**config.mk**
```make
export PLATFORM = sky130hd
export DESIGN_NAME = hazard_ctrl_flat
export DESIGN_NICKNAME = d
export VERILOG_FILES = /design/src/rtl/hazard_ctrl_pkg.sv /design/src/rtl/hazard_ctrl_if.sv /design/src/rtl/hazard_ctrl_sat_counter.sv /design/src/rtl/hazard_ctrl.sv /design/src/flat_wrapper.sv
export SDC_FILE = /design/constraint.sdc
export NUM_CORES = 1
export LEC_CHECK = 0
export BUFFER_PORTS_ARGS = -buffer_cell sky130_fd_sc_hd__clkbuf_2
export CAP_MARGIN = 20
export CORE_MARGIN = 4
export CORE_UTILIZATION = 35
export CTS_CLUSTER_DIAMETER = 30
export DETAILED_ROUTE_END_ITERATION = 12
export SYNTH_ARGS = -nofsm -noshare
export SYNTH_HDL_FRONTEND = slang
export SYNTH_SLANG_ARGS = --single-unit
```
**constraint.sdc**
```tcl
create_clock -name clk -period 4.4 [get_ports clk]
set_input_delay 0.88 -clock clk [delete_from_list [all_inputs] [get_ports clk]]
set_output_delay 0.88 -clock clk [all_outputs]
set_load 0.03 [all_outputs]
```
**src/rtl/hazard_ctrl_pkg.sv**
```systemverilog
// Shared types and encodings for the pipeline hazard controller.
package pipe_pkg;

  localparam logic [1:0] RESULT_LOAD = 2'b01;

  localparam logic [1:0] FWD_RF = 2'b00;
  localparam logic [1:0] FWD_M  = 2'b10;
  localparam logic [1:0] FWD_W  = 2'b01;

  typedef enum logic {
    RUN      = 1'b0,
    MEM_WAIT = 1'b1
  } ctrl_state_t;

  // Forwarding select for one E-stage source; the younger M result wins over W.
  function automatic logic [1:0] fwd_sel(
    input logic [4:0] src,
    input logic [4:0] rd_m,
    input logic [4:0] rd_w,
    input logic       rw_m,
    input logic       rw_w
  );
    if (rw_m && (rd_m != 5'd0) && (rd_m == src)) begin
      return FWD_M;
    end else if (rw_w && (rd_w != 5'd0) && (rd_w == src)) begin
      return FWD_W;
    end
    return FWD_RF;
  endfunction

endpackage

```
**src/rtl/hazard_ctrl_if.sv**
```systemverilog
// Hazard information from the pipeline and the stall/flush/forward controls back to it.
interface hazard_ctrl_if #(
  parameter int WIDTH = 32
);
  logic [4:0]       Rs1_D, Rs2_D;
  logic [4:0]       Rs1_E, Rs2_E;
  logic [4:0]       Rd_E, Rd_M, Rd_W;
  logic             regWrite_M, regWrite_W;
  logic [1:0]       resultSrc_E;
  logic             PCSrc_E;
  logic             dmem_req_M;
  logic             dmem_ready;

  logic             stall_F, stall_D, stall_E, stall_M;
  logic             flush_D, flush_E, flush_W;
  logic [1:0]       forwardA_E, forwardB_E;
  logic             mem_timeout;
  logic [WIDTH-1:0] stall_cycles;
  logic [WIDTH-1:0] redirect_count;

  // Pipeline side: reports hazards, obeys controls.
  modport master (
    output Rs1_D, Rs2_D, Rs1_E, Rs2_E, Rd_E, Rd_M, Rd_W,
           regWrite_M, regWrite_W, resultSrc_E, PCSrc_E, dmem_req_M, dmem_ready,
    input  stall_F, stall_D, stall_E, stall_M, flush_D, flush_E, flush_W,
           forwardA_E, forwardB_E, mem_timeout, stall_cycles, redirect_count
  );

  // Controller side.
  modport slave (
    input  Rs1_D, Rs2_D, Rs1_E, Rs2_E, Rd_E, Rd_M, Rd_W,
           regWrite_M, regWrite_W, resultSrc_E, PCSrc_E, dmem_req_M, dmem_ready,
    output stall_F, stall_D, stall_E, stall_M, flush_D, flush_E, flush_W,
           forwardA_E, forwardB_E, mem_timeout, stall_cycles, redirect_count
  );
endinterface

```
**src/rtl/hazard_ctrl_sat_counter.sv**
```systemverilog
// Event counter that sticks at all-ones instead of wrapping.
module sat_counter #(
  parameter int WIDTH = 32
) (
  input  logic             clk,
  input  logic             rst,
  input  logic             inc,
  output logic [WIDTH-1:0] count
);

  // Count one per qualifying edge, holding once full.
  always_ff @(posedge clk or posedge rst) begin
    if (rst) begin
      count <= '0;
    end else if (inc && (count != '1)) begin
      count <= count + 1'b1;
    end
  end

endmodule

```
**src/rtl/hazard_ctrl.sv**
```systemverilog
// Pipeline hazard controller: stall/flush priority, E-stage forwarding,
// data-memory wait sequencing with a sticky timeout, and perf counters.
//
//   state    | meaning
//   ---------+----------------------------------------------------------
//   RUN      | no outstanding multi-cycle memory access
//   MEM_WAIT | memory access in M still pending; whole pipe frozen
module hazard_ctrl
  import pipe_pkg::*;
#(
  parameter int WIDTH   = 32,
  parameter int TIMEOUT = 64
) (
  input  logic          clk,
  input  logic          rst,
  hazard_ctrl_if.slave  hz
);

  localparam int CW = (TIMEOUT > 1) ? $clog2(TIMEOUT) : 1;
  localparam logic [CW-1:0] WAIT_LAST = CW'(TIMEOUT - 1);

  ctrl_state_t      state, state_nxt;
  logic [CW-1:0]    wait_cnt;
  logic             timeout_q;
  logic             load_use, mem_hold;
  logic             stall_f, stall_d, stall_e, stall_m;
  logic             flush_d, flush_e, flush_w;
  logic [WIDTH-1:0] stall_cnt, redirect_cnt;

  assign load_use = (hz.resultSrc_E == RESULT_LOAD) && (hz.Rd_E != 5'd0) &&
                    ((hz.Rd_E == hz.Rs1_D) || (hz.Rd_E == hz.Rs2_D));
  assign mem_hold = ((state == MEM_WAIT) || hz.dmem_req_M) && !hz.dmem_ready;

  // FSM state register.
  always_ff @(posedge clk or posedge rst) begin
    if (rst) begin
      state <= RUN;
    end else begin
      state <= state_nxt;
    end
  end

  // Next state and prioritised stall/flush controls; a frozen E defers redirects and load-use.
  always_comb begin
    state_nxt = state;
    stall_f   = 1'b0;
    stall_d   = 1'b0;
    stall_e   = 1'b0;
    stall_m   = 1'b0;
    flush_d   = 1'b0;
    flush_e   = 1'b0;
    flush_w   = 1'b0;

    case (state)
      RUN:      if (hz.dmem_req_M && !hz.dmem_ready) state_nxt = MEM_WAIT;
      MEM_WAIT: if (hz.dmem_ready) state_nxt = RUN;
      default:  state_nxt = RUN;
    endcase

    if (mem_hold) begin
      stall_f = 1'b1;
      stall_d = 1'b1;
      stall_e = 1'b1;
      stall_m = 1'b1;
      flush_w = 1'b1;
    end else if (hz.PCSrc_E) begin
      flush_d = 1'b1;
      flush_e = 1'b1;
    end else if (load_use) begin
      stall_f = 1'b1;
      stall_d = 1'b1;
      flush_e = 1'b1;
    end
  end

  // Wait-cycle counter: restarts on entry to MEM_WAIT, saturates at the last allowed cycle.
  always_ff @(posedge clk or posedge rst) begin
    if (rst) begin
      wait_cnt <= '0;
    end else if ((state == RUN) && (state_nxt == MEM_WAIT)) begin
      wait_cnt <= '0;
    end else if ((state == MEM_WAIT) && (wait_cnt != WAIT_LAST)) begin
      wait_cnt <= wait_cnt + 1'b1;
    end
  end

  // Sticky watchdog flag; the access itself is never aborted.
  always_ff @(posedge clk or posedge rst) begin
    if (rst) begin
      timeout_q <= 1'b0;
    end else if ((state == MEM_WAIT) && !hz.dmem_ready && (wait_cnt == WAIT_LAST)) begin
      timeout_q <= 1'b1;
    end
  end

  sat_counter #(.WIDTH(WIDTH)) u_stall_cnt (
    .clk   (clk),
    .rst   (rst),
    .inc   (stall_d),
    .count (stall_cnt)
  );

  sat_counter #(.WIDTH(WIDTH)) u_redirect_cnt (
    .clk   (clk),
    .rst   (rst),
    .inc   (hz.PCSrc_E && !mem_hold),
    .count (redirect_cnt)
  );

  assign hz.stall_F        = stall_f;
  assign hz.stall_D        = stall_d;
  assign hz.stall_E        = stall_e;
  assign hz.stall_M        = stall_m;
  assign hz.flush_D        = flush_d;
  assign hz.flush_E        = flush_e;
  assign hz.flush_W        = flush_w;
  assign hz.mem_timeout    = timeout_q;
  assign hz.stall_cycles   = stall_cnt;
  assign hz.redirect_count = redirect_cnt;
  assign hz.forwardA_E     = fwd_sel(hz.Rs1_E, hz.Rd_M, hz.Rd_W, hz.regWrite_M, hz.regWrite_W);
  assign hz.forwardB_E     = fwd_sel(hz.Rs2_E, hz.Rd_M, hz.Rd_W, hz.regWrite_M, hz.regWrite_W);

endmodule
```
**src/flat_wrapper.sv**
```systemverilog
// flat-port wrapper written by rule: the top's interface ports become plain ports
module hazard_ctrl_flat import pipe_pkg::*;
#(
  parameter int WIDTH   = 32,
  parameter int TIMEOUT = 64
)
  (clk, rst, hz_Rs1_D, hz_Rs2_D, hz_Rs1_E, hz_Rs2_E, hz_Rd_E, hz_Rd_M, hz_Rd_W, hz_regWrite_M, hz_regWrite_W, hz_resultSrc_E, hz_PCSrc_E, hz_dmem_req_M, hz_dmem_ready, hz_stall_F, hz_stall_D, hz_stall_E, hz_stall_M, hz_flush_D, hz_flush_E, hz_flush_W, hz_forwardA_E, hz_forwardB_E, hz_mem_timeout, hz_stall_cycles, hz_redirect_count);
  hazard_ctrl_if #(.WIDTH(WIDTH)) hz_i ();
  input  logic clk;
  input  logic rst;
  input wire logic [$bits(hz_i.Rs1_D)-1:0] hz_Rs1_D;
  input wire logic [$bits(hz_i.Rs2_D)-1:0] hz_Rs2_D;
  input wire logic [$bits(hz_i.Rs1_E)-1:0] hz_Rs1_E;
  input wire logic [$bits(hz_i.Rs2_E)-1:0] hz_Rs2_E;
  input wire logic [$bits(hz_i.Rd_E)-1:0] hz_Rd_E;
  input wire logic [$bits(hz_i.Rd_M)-1:0] hz_Rd_M;
  input wire logic [$bits(hz_i.Rd_W)-1:0] hz_Rd_W;
  input wire logic [$bits(hz_i.regWrite_M)-1:0] hz_regWrite_M;
  input wire logic [$bits(hz_i.regWrite_W)-1:0] hz_regWrite_W;
  input wire logic [$bits(hz_i.resultSrc_E)-1:0] hz_resultSrc_E;
  input wire logic [$bits(hz_i.PCSrc_E)-1:0] hz_PCSrc_E;
  input wire logic [$bits(hz_i.dmem_req_M)-1:0] hz_dmem_req_M;
  input wire logic [$bits(hz_i.dmem_ready)-1:0] hz_dmem_ready;
  output wire logic [$bits(hz_i.stall_F)-1:0] hz_stall_F;
  output wire logic [$bits(hz_i.stall_D)-1:0] hz_stall_D;
  output wire logic [$bits(hz_i.stall_E)-1:0] hz_stall_E;
  output wire logic [$bits(hz_i.stall_M)-1:0] hz_stall_M;
  output wire logic [$bits(hz_i.flush_D)-1:0] hz_flush_D;
  output wire logic [$bits(hz_i.flush_E)-1:0] hz_flush_E;
  output wire logic [$bits(hz_i.flush_W)-1:0] hz_flush_W;
  output wire logic [$bits(hz_i.forwardA_E)-1:0] hz_forwardA_E;
  output wire logic [$bits(hz_i.forwardB_E)-1:0] hz_forwardB_E;
  output wire logic [$bits(hz_i.mem_timeout)-1:0] hz_mem_timeout;
  output wire logic [$bits(hz_i.stall_cycles)-1:0] hz_stall_cycles;
  output wire logic [$bits(hz_i.redirect_count)-1:0] hz_redirect_count;
  assign hz_i.Rs1_D = hz_Rs1_D;
  assign hz_i.Rs2_D = hz_Rs2_D;
  assign hz_i.Rs1_E = hz_Rs1_E;
  assign hz_i.Rs2_E = hz_Rs2_E;
  assign hz_i.Rd_E = hz_Rd_E;
  assign hz_i.Rd_M = hz_Rd_M;
  assign hz_i.Rd_W = hz_Rd_W;
  assign hz_i.regWrite_M = hz_regWrite_M;
  assign hz_i.regWrite_W = hz_regWrite_W;
  assign hz_i.resultSrc_E = hz_resultSrc_E;
  assign hz_i.PCSrc_E = hz_PCSrc_E;
  assign hz_i.dmem_req_M = hz_dmem_req_M;
  assign hz_i.dmem_ready = hz_dmem_ready;
  assign hz_stall_F = hz_i.stall_F;
  assign hz_stall_D = hz_i.stall_D;
  assign hz_stall_E = hz_i.stall_E;
  assign hz_stall_M = hz_i.stall_M;
  assign hz_flush_D = hz_i.flush_D;
  assign hz_flush_E = hz_i.flush_E;
  assign hz_flush_W = hz_i.flush_W;
  assign hz_forwardA_E = hz_i.forwardA_E;
  assign hz_forwardB_E = hz_i.forwardB_E;
  assign hz_mem_timeout = hz_i.mem_timeout;
  assign hz_stall_cycles = hz_i.stall_cycles;
  assign hz_redirect_count = hz_i.redirect_count;
  hazard_ctrl #(.WIDTH(WIDTH), .TIMEOUT(TIMEOUT)) u_core (.clk(clk), .rst(rst), .hz(hz_i));
endmodule
```
==> results by group, run 1 <==
Pwr
  • Seq pwr share: around 41%
  • Switch Pwr: 0.615 mW
  • Int Pwr: about 1.4 mW
  • Cell Pwr Density: about 390 mW/mm^2
  • Pleak: ~2.5 nW
  • Sw Ratio: 31.0%
  • Worst vdd ir: around 0.21 mV
  • Clock Power Share: slightly below 40%
  • Logic pwr share: about 20%

Drt
  • Residual DRC count: 0
  • DR vias/cell: 5.03
  • Final WL: 9550 um
  • Final ANT Viol Nets: 0
  • Drt pass-1 iters: 4
  • Drt wl/cell: 15.1 um
  • Initial DRC Count: about 130
  • DR vias: 3,172

Setup path
  • Crit-path max FO: 3
  • WP data required: ~3.5 ns
  • Worst Setup Path Type: input pin to output port
  • CP Launch Type: input pin
  • Crit path DAT: ~2.5 ns
  • Critical path endpoint category: output port

Synthesis
  • Mux cell area share after synthesis: 0.841%
  • Top post-synthesis cells by area: dfrtp_1 (45%), xnor2_1 (14%), xor2_1 (6.8%), nand4_1 (3.7%), nand3_1 (3.2%)
  • Yosys warning count: 0
  • XOR/XNOR Fraction of Synth Area: approximately a fifth
  • Fraction of the mapped netlist area in simple logic gates: 27.6%
  • Syn Nets: 412
  • Cells after synthesis: between 300 and 400
  • Post-synthesis adder-cell area fraction: 0.935%
  • Seq/Total Area, Yosys: between 40 and 50%
  • Main combinational cell family by area after synthesis: simple AND/OR/NAND/NOR gates
  • FF+latch count, synth: 72
  • Top-area cell type share of the netlist area: ~45%
  • Post-synthesis instance area: between 0.004 and 0.005 mm^2
  • Post-synth top flop: dfrtp_1
  • EDFF count, synth: 0
  • Unique masters post-synth: between 40 and 50
  • Yosys top cell by area: dfrtp_1
  • Synth Area in Compound Gates: roughly 2.7%
  • Avg Cell Area, Syn: 11.0 um^2
  • Post-synthesis async set-or-reset flop share: 100%

Die
  • Chip Height: between 100 and 150 um
  • Die Area: ~0.013 mm^2
  • Site Rows: 38
  • Ports: between 100 and 150
  • Starting Density: between 30% and 40%
  • Chip width: 115 um
  • Core area: around 0.011 mm^2

Global routing
  • Vias in the first global route: approximately 3,200
  • Global route overflow: 0
  • First-pass GRT wire length: about 16,000 um
  • Antenna violations before repair: 0
  • GRT Overall Usage: 15.3%
  • Pin count of the biggest net entering global routing: 44

Final layout
  • Area growth, synth to finish: 25.5%
  • Layout net count: around 530
  • Final non-filler cell total: between 600 and 700
  • Share of layout cells above drive strength 1: approximately a third
  • Ant. Diodes: 0
  • Fill cell count: ~1,100

CTS
  • Clock root buffer: clkbuf_16
  • Worst-path clk slew: approximately 0.05 ns
  • CTS H-tree lvls: 3
  • Skew-Pair Late Insertion Delay: around 0.33 ns
  • CTS Buffer Depth: 2
  • # Post-CTS Setup Buffers: 0
  • CTS Hold Bufs: 0
  • CTS buffer count: 9
  • Post-cts resize count: 0
  • CTS tree: yes
  • CTS sink count: 72

STA
  • Max Clk Rate: about 0.3 GHz
  • Tmin final: between 3 and 4 ns
  • RSZ-0062 raised after global routing: false
  • Total negative slack: 0 ns
  • Worst Tran Pin Value: between 0.9 and 1 ns
  • Final Cycle Share: just under 80%
  • Max Slew Vio Count: 0
  • Hold WS: about 0.5 ns
  • Normalized max-slew margin: just under 40%
  • Fin. Hold Viols: 0
  • Worst Skew: a little over 0.008 ns
  • Final Setup Violations: 0

Placed design
  • Hpwl dp: 7290 um
  • Placed Cells: between 600 and 700
  • Placer congestion estimate: slightly below 0.9
  • # port buffers: 119

Hold path
  • Worst Hold Class: flop to flop

Run
  • Max Cap Viol: 0

Status
  • Status: finished, final reports clean
[registers in the layout, summed over array words and instances (netlist names)]
signal	cells
u_core.state	1
u_core.u_redirect_cnt.count	32
u_core.u_stall_cnt.count	32
u_core.hz.mem_timeout	1
u_core.wait_cnt	6
[path summary, 6_finish.rpt]
kind	start	endpoint	slack, ns	depth (start not counted)
setup / recovery	hz_Rd_M[0]	hz_forwardA_E[0]	1.02	6
hold / removal	u_core.hz.mem_timeout	u_core.hz.mem_timeout	0.49	1
setup reg to reg	u_core.u_stall_cnt.count[0]	u_core.u_stall_cnt.count[28]	2.21	7
hold reg to reg	u_core.hz.mem_timeout	u_core.hz.mem_timeout	0.49	1
max in group asynchronous	rst	u_core.u_redirect_cnt.count[6]	2.72	3
min in group asynchronous	rst	u_core.u_redirect_cnt.count[18]	0.74	2
[power groups by stage]
stage          Sequential, mW  Combinational (mW)  Clock (mW)
3_3_place_gp            0.812               0.391           0
4_1_cts                 0.806               0.397       0.810
5_1_grt                 0.820               0.430       0.838
6_report                0.806               0.391       0.784
2_1_floorplan           0.893               0.180           0
3_5_place_dp            0.817               0.396           0
[synthesized netlist by cell type (3+ instances only)]
library cell / n
nand2_1: 25
buf_4: 5
buf_2: 3
and4_1: 7
nand4_2: 4
nand4_1: 24
dfrtp_1: 72
and2_1: 5
nor2_1: 14
inv_1: 8
ha_1: 3
or4_1: 6
o21ai_0: 4
nand3_1: 26
nor3_2: 3
xnor2_1: 63
nand3_2: 7
and3_1: 14
nor4_4: 3
nor4_1: 4
xor2_1: 31
[cell usage in the layout (no fill, tap or decap), types with 2 or more instances in the layout]
master	count
o21ai_0	4
nand3_2	7
inv_1	7
dfrtp_1	72
nand2b_1	2
and2_1	5
nor4b_2	2
clkbuf_2	119
xnor2_1	63
bufinv_16	2
or4_1	6
and3_1	14
nor4_4	3
nand4_2	4
nor3_2	3
mux2_1	2
nor4_1	4
nor4_2	2
a22o_1	2
nor2_1	14
and4_1	7
xor2_1	31
ha_1	3
nand2_1	25
clkinvlp_4	2
nand3_1	26
nand4_1	24
clkbuf_16	9
nand3_4	2
[routing by layer]
metal	part of all wire (%)	vias up	GRT usage, %
li1	-	1539	-
met1	46	1527	20.9
met2	47	89	24.2
met3	4.8	17	2.63
met4	1.7	0	6.10
met5	0	-	0
[through the flow]
stage	power [mW]	cell area, um^2	setup WS (ns)	utilization, %
after floorplan	1.07	4020	0.703	-
after global placement	1.20	4720	1.07	42.8
after detailed placement	1.21	4720	1.02	42.8
after CTS	2.01	5040	1.01	45.7
after global routing	2.09	5040	0.900	45.7
final	1.98	5040	1.02	45.7
[area by class of cell]
class / instances / area, um^2 / share of cell area, %
Multi-Input combinational cell: 275 / 2110 / 41.8
Inverter: 8 / 30.0 / 0.596
Clock inverter: 5 / 80.1 / 1.59
Tap cell: 140 / 175 / 3.47
Clock buffer: 11 / 243 / 4.81
Sequential cell: 72 / 1800 / 35.7
Timing Repair Buffer: 120 / 603 / 12.0
[cells by family after synthesis]
family,count (synthesis)
compound gates,14
xor+xnor,94
fa+ha+maj,3
buf+inv,18
flops,72
mux,3
simple gates,161
[critical path: stages]
cell	delay, ns
clkbuf_2	0.11
or4_1	0.50
o21ai_0	0.28
nor4_1	0.13
nor4_1	0.33
clkbuf_2	0.26
Note: power is estimated with default switching activity, not from simulation.
==> inputs of run 2 (changes only) <==
--- a/config.mk
+++ b/config.mk
@@ -5,6 +5,7 @@
 export SDC_FILE = /design/constraint.sdc
 export NUM_CORES = 1
 export LEC_CHECK = 0
+export ABC_AREA = 1
 export BUFFER_PORTS_ARGS = -buffer_cell sky130_fd_sc_hd__clkbuf_2
 export CAP_MARGIN = 20
 export CORE_MARGIN = 4
==> constraint.sdc (replaced) <==
create_clock -name clk -period 2.8 [get_ports clk]
set_input_delay 0.56 -clock clk [delete_from_list [all_inputs] [get_ports clk]]
set_output_delay 0.56 -clock clk [all_outputs]
set_load 0.03 [all_outputs]
==> run 2 against run 1 <==
Sequential cell count is the same. Clock power is 44% higher. Wire length up 41%. Register-to-register slack worse by 1.6 ns. Via count is 58% higher. Non-clock buffer count is 4 higher.
==> results by group, run 2 <==
Synthesis
  • Yosys warning count: 0
  • Unique masters post-synth: 30
  • XOR/XNOR Fraction of Synth Area: between 9 and 10%
  • FF+latch count, synth: 72
  • Post-synthesis instance area: around 0.005 mm^2
  • Top-area cell type share of the netlist area: between 30% and 40%
  • Syn Nets: between 700 and 800
  • Post-synthesis async set-or-reset flop share: 100%
  • Post-synthesis adder-cell area fraction: 0.751%
  • Fraction of the mapped netlist area in simple logic gates: between 40% and 50%
  • Top post-synthesis cells by area: dfrtp_1 (36%), nand2_1 (20%), nand3_1 (6.6%), inv_1 (5.6%), nor2_1 (5.5%)
  • Cells after synthesis: 744
  • Mux cell area share after synthesis: 0%
  • Main combinational cell family by area after synthesis: simple AND/OR/NAND/NOR gates
  • Avg Cell Area, Syn: about 6.7 um^2
  • Yosys top cell by area: dfrtp_1
  • Top-count cell post-synth: nand2_1
  • Top cells by count, synth: nand2_1 (270), inv_1 (75), nor2_1 (73)
  • Seq/Total Area, Yosys: between 30% and 40%
  • Synth Area in Compound Gates: 3.25%
  • Post-synth top flop: dfrtp_1
  • EDFF count, synth: 0

Pwr
  • Seq pwr share: between 40% and 50%
  • Worst vdd ir: 0.269 mV
  • Logic pwr share: 23.3%
  • Sw Ratio: between 30 and 40%
  • Cell Pwr Density: between 500 and 600 mW/mm^2
  • Switch Pwr: 1.09 mW
  • Pleak: 3.08 nW
  • Power Total: ~3.2 mW
  • Clock Power Share: a little over a third
  • Int Pwr: around 2.1 mW

Drt
  • Final WL: approximately 13,000 um
  • Residual DRC count: 0
  • Drt wl/cell: between 10 and 15 um
  • Initial DRC Count: slightly below 300
  • Drt pass-1 iters: 5
  • Final ANT Viol Nets: 0
  • DR vias: 5,011
  • DR vias/cell: 4.78

Die
  • Ports: 120
  • Core area: about 0.014 mm^2
  • Die Area: between 0.015 and 0.02 mm^2
  • Chip width: roughly 130 um
  • Site Rows: 43
  • Chip Height: approximately 130 um
  • Starting Density: about 36%

Global routing
  • First-pass GRT wire length: 22,400 um
  • Antenna violations before repair: 0
  • GRT Overall Usage: 16.9%
  • Pin count of the biggest net entering global routing: 41
  • Vias in the first global route: about 4,700
  • Global route overflow: 0

STA
  • Worst Skew: 0.00473 ns
  • RSZ-0062 raised after global routing: false
  • Hold WS: between 0.2 and 0.3 ns
  • Normalized max-slew margin: between 50% and 60%
  • Final Setup Violations: 0
  • Max Slew Vio Count: 0
  • Final Cycle Share: between 70 and 80%
  • Max Clk Rate: roughly 0.45 GHz
  • Fin. Hold Viols: 0
  • Total negative slack: 0 ns
  • Worst Tran Pin Value: 0.623 ns
  • Tmin final: roughly 2.2 ns
  • Post-route worst setup slack: roughly 0.6 ns

Final layout
  • Most frequent cells in the layout: nand2_1 (270), clkbuf_2 (119), inv_1 (74)
  • Ant. Diodes: 0
  • Share of layout cells above drive strength 1: 18.1%
  • Biggest regs: u_core.u_redirect_cnt.count: 32 flops, u_core.u_stall_cnt.count: 32 flops, u_core.wait_cnt: 6 flops
  • Layout net count: 910
  • Fin area: between 0.006 and 0.007 mm^2
  • Final Util: between 40% and 50%
  • Fill cell count: around 1,500
  • Final non-filler cell total: 1,048
  • Area of the multi-input gates: 0.00278 mm^2
  • Commonest non-fill, non-tap cell in the layout: nand2_1
  • Area growth, synth to finish: 21.1%
  • Register area: approximately 0.0018 mm^2

CTS
  • CTS buffer count: 9
  • CTS Buffer Depth: 2
  • # Post-CTS Setup Buffers: 0
  • Worst-path clk slew: roughly 0.060 ns
  • Post-cts resize count: 0
  • CTS sink count: 72
  • Clock root buffer: clkbuf_16
  • CTS H-tree lvls: 3
  • CTS tree: yes
  • Skew-Pair Late Insertion Delay: ~0.34 ns
  • CTS Hold Bufs: 0

Placed design
  • Placed Cells: 1,032
  • Hpwl dp: about 10,000 um
  • DP Area: approximately 0.0058 mm^2
  • Place WS: between 0.5 and 0.6 ns
  • # port buffers: approximately 120
  • Placer congestion estimate: ~0.86

Setup path
  • WP data required: about 2.2 ns
  • Crit-path max FO: 4
  • CP peak stage delay: ~0.42 ns
  • FF-to-FF path depth: 11
  • Crit path DAT: 1.64 ns
  • Buf/Inv on CP: 2
  • Reg2reg start: u_core.u_redirect_cnt.count[1]
  • Reg-to-Reg End: u_core.u_redirect_cnt.count[21]
  • Critical Path Slowest Stage Cell: dfrtp_1
  • Worst-path cell chain: o21ai_1 > inv_1 > nor2_1 > clkbuf_2
  • R2r setup slk: approximately 0.64 ns
  • CP Launch Type: flop
  • Critical path endpoint category: output port
  • CP top delay family: flip-flops
  • Worst Setup Path Type: flop to output port
  • Worst Setup SP: u_core.state

Status
  • Status: finished, final reports clean

Run
  • Max Cap Viol: 0

Hold path
  • Worst Hold Class: input pin to asynchronous set/reset pin
## run 2: cell types whose count changed after synthesis, moves of 10 or more
| cell | change |
|---|---|
| and3_1 | -14 |
| inv_1 | +67 |
| nand2_1 | +245 |
| nand3_1 | +40 |
| nand3b_1 | +11 |
| nor2_1 | +59 |
| nor3_1 | +30 |
| o21ai_0 | +12 |
| o21ai_1 | +10 |
| xnor2_1 | -39 |
## run 2: area by class of cell
| class | count | area share, % |
|---|---|---|
| clock buffers | 12 | 3.91 |
| inverters | 84 | 5.27 |
| repair buffers | 124 | 10.7 |
| flip-flops and latches | 72 | 29.8 |
| clock inverters | 4 | 0.744 |
| multi-input cells | 572 | 45.9 |
| well taps | 180 | 3.72 |
## run 2: metal layers
metal | share of wire (%) | global-route usage (%)
met5 | 0 | 0
met4 | 1.2 | 5.05
met3 | 5.1 | 4.14
met2 | 48 | 28.4
met1 | 45 | 21.6
## run 2: kinds of logic after synthesis
family	after synthesis
simple gates	483
compound gates	31
fa+ha+maj	3
flops	72
xor+xnor	55
buf+inv	100
## run 2: how the worst max path moves through the flow
stage | endpoint | slack (ns) | depth (start not counted)
floorplan | hz_forwardA_E[0] | 0.07 | 3
global placement | hz_stall_F | 0.57 | 10
detailed placement | hz_stall_F | 0.55 | 10
CTS | hz_stall_F | 0.54 | 10
global route | hz_stall_F | 0.44 | 10
finish | hz_flush_D | 0.60 | 4
## run 2: power groups by stage
stage	Combinational, mW	Clock (mW)	Sequential, mW
final	0.735	1.13	1.29
after global placement	0.738	0	1.31
after detailed placement	0.749	0	1.31
after floorplan	0.349	0	1.46
after CTS	0.749	1.17	1.29
after global routing	0.824	1.21	1.31
## run 2: worst register-to-register path, stage by stage, from the launching register on
cell	delay, ns
dfrtp_1	0.42
ha_1	0.24
inv_1	0.09
nor2_1	0.22
nand2_1	0.16
nor2_1	0.25
nand3b_1	0.13
nand2_2	0.08
buf_4	0.27
nor2_1	0.08
nand2_1	0.06
nand2_1	0.05
==> inputs of run 3 (changes only) <==
==> constraint.sdc (replaced) <==
create_clock -name clk -period 2.3 [get_ports clk]
set_input_delay 0.46 -clock clk [delete_from_list [all_inputs] [get_ports clk]]
set_output_delay 0.46 -clock clk [all_outputs]
set_load 0.03 [all_outputs]
==> run 3 against run 2 <==
Cell count rose by 0.29%. Register-to-register slack worse by 0.37 ns. Combinational power up 23%. Utilization up 0.23 points. Clock power is 15% higher. Count of clock-buffer cells in the layout stayed put. Via count decreased by 1.2%. Worst hold slack worse by 0.11 ns. Sequential cell count unchanged. Critical endpoint unchanged.
==> results by group, run 3 (synthesis gave the netlist of run 2 again) <==
Final layout
  • Layout net count: ~900
  • Biggest regs: u_core.u_redirect_cnt.count: 32 flops, u_core.u_stall_cnt.count: 32 flops, u_core.wait_cnt: 6 flops
  • Area growth, synth to finish: 21.7%
  • Fin area: 0.00609 mm^2
  • Ant. Diodes: 0
  • Share of layout cells above drive strength 1: between 10% and 20%
  • Commonest non-fill, non-tap cell in the layout: nand2_1
  • Most frequent cells in the layout: nand2_1 (270), clkbuf_2 (119), inv_1 (74)

STA
  • RSZ-0062 raised after global routing: false
  • Fin. Hold Viols: 0
  • Final Cycle Share: 93.3%
  • Worst Tran Pin Value: a little over 0.6 ns
  • Normalized max-slew margin: between 50% and 60%
  • Total negative slack: 0 ns
  • Max Slew Vio Count: 0
  • Tmin final: approximately 2.1 ns
  • Max Clk Rate: approximately 0.47 GHz
  • Final Setup Violations: 0
  • Worst Skew: a little under 0.005 ns

Setup path
  • Critical path endpoint category: output port
  • CP Launch Type: flop
  • Reg2reg start: u_core.u_stall_cnt.count[0]
  • Reg-to-Reg End: u_core.u_stall_cnt.count[29]
  • Crit path DAT: 1.68 ns
  • FF-to-FF path depth: 11
  • Worst Setup SP: u_core.state
  • R2r setup slk: between 0.2 and 0.3 ns
  • WP data required: 1.84 ns
  • Crit-path max FO: 4
  • Worst Setup Path Type: flop to output port

Drt
  • Final WL: around 13,000 um
  • Initial DRC Count: around 320
  • Final ANT Viol Nets: 0
  • Residual DRC count: 0
  • DR vias: about 5,000
  • DR vias/cell: about 4.7
  • Drt wl/cell: around 13 um
  • Drt pass-1 iters: 5

Status
  • Status: finished, final reports clean

Global routing
  • Global route overflow: 0
  • Pin count of the biggest net entering global routing: 41
  • First-pass GRT wire length: 22,700 um
  • Antenna violations before repair: 0
  • GRT Overall Usage: between 10% and 20%
  • Vias in the first global route: about 4,800

CTS
  • Clock root buffer: clkbuf_16
  • CTS sink count: 72
  • CTS buffer count: 9
  • CTS H-tree lvls: 3
  • CTS Buffer Depth: 2
  • Worst-path clk slew: approximately 0.06 ns
  • CTS tree: yes
  • Skew-Pair Late Insertion Delay: around 0.34 ns
  • # Post-CTS Setup Buffers: 0
  • Post-cts resize count: 0
  • CTS Hold Bufs: 0

Die
  • Starting Density: a little over a third
  • Die Area: 0.0163 mm^2
  • Chip width: between 100 and 150 um
  • Chip Height: 128 um
  • Ports: 120
  • Core area: around 0.014 mm^2
  • Site Rows: 43

Placed design
  • DP Area: 0.00582 mm^2
  • # port buffers: approximately 120
  • Hpwl dp: between 10,000 and 15,000 um
  • Placer congestion estimate: between 0.8 and 0.9

Pwr
  • Clock Power Share: between 30% and 40%
  • Cell Pwr Density: 620 mW/mm^2
  • Worst vdd ir: between 0.3 and 0.4 mV
  • Seq pwr share: a little over two fifths
  • Pleak: approximately 3 nW
  • Power Total: 3.77 mW
  • Logic pwr share: 23.9%
  • Sw Ratio: a little over a third
  • Int Pwr: 2.45 mW
  • Switch Pwr: around 1.3 mW

Run
  • Max Cap Viol: 0

Hold path
  • Worst Hold Class: input pin to asynchronous set/reset pin
==> run 3: cell types whose count changed in the layout (fill, tap and decap cells not counted) <==
cell and delta:
bufinv_16 -1, buf_12 +1, nor4_2 +2, buf_4 +2
nor4_1 -2, clkinv_2 +1, clkbuf_1 -1, clkbuf_8 +1
==> run 3: layout make-up <==
| class | instances | area (um^2) |
|---|---|---|
| fill | 1468 | 7850 |
| timing repair buffer | 127 | 681 |
| multi-input combinational | 572 | 2790 |
| sequential | 72 | 1800 |
| inverter | 84 | 319 |
| clock inverter | 4 | 20.0 |
| clock buffer | 12 | 246 |
| tap | 180 | 225 |
==> run 3: per-layer routing <==
layer	vias up	global-route usage (%)	wire length (um)
met3	16	4.97	824
met1	2236	22.9	6200
met4	0	4.10	170
met5	-	0	0
met2	103	27.4	6240
li1	2597	-	-
==> run 3: worst max-delay path by stage <==
| stage | end | slack [ns] | depth (start not counted) |
|---|---|---|---|
| after detailed placement | u_core.u_stall_cnt.count[2] | 0.21 | 13 |
| after floorplan | u_core.hz.mem_timeout | 0.02 | 1 |
| after global routing | u_core.u_stall_cnt.count[14] | 0.03 | 11 |
| final | hz_flush_D | 0.16 | 4 |
| after global placement | u_core.u_stall_cnt.count[0] | 0.22 | 13 |
| after CTS | hz_flush_D | 0.10 | 4 |
==> run 3: worst max-delay path, cell delays in order, from the launching register on <==
cell and delay [ns]:
dfrtp_1 0.41, o21ai_1 0.23, inv_1 0.10, nor2_1 0.33
clkbuf_2 0.28
==> run 3: per-stage QoR <==
step / hold slack [ns] / worst slack, ns / util [%] / instances
after floorplan: 0.488 / 0.0151 / - / 744
after global placement: 0.465 / 0.219 / 41.8 / 1035
after detailed placement: 0.466 / 0.214 / 41.8 / 1035
after CTS: 0.170 / 0.104 / 43.7 / 1051
after global routing: 0.202 / 0.0337 / 43.7 / 1051
final: 0.153 / 0.155 / 43.7 / 1051
==> run 3: power groups by stage <==
stage	clock, mW	combinational [mW]	sequential [mW]
2_1_floorplan	0	0.427	1.77
5_1_grt	1.41	1.00	1.60
3_5_place_dp	0	0.917	1.59
4_1_cts	1.35	0.919	1.57
6_report	1.30	0.901	1.57
3_3_place_gp	0	0.911	1.59
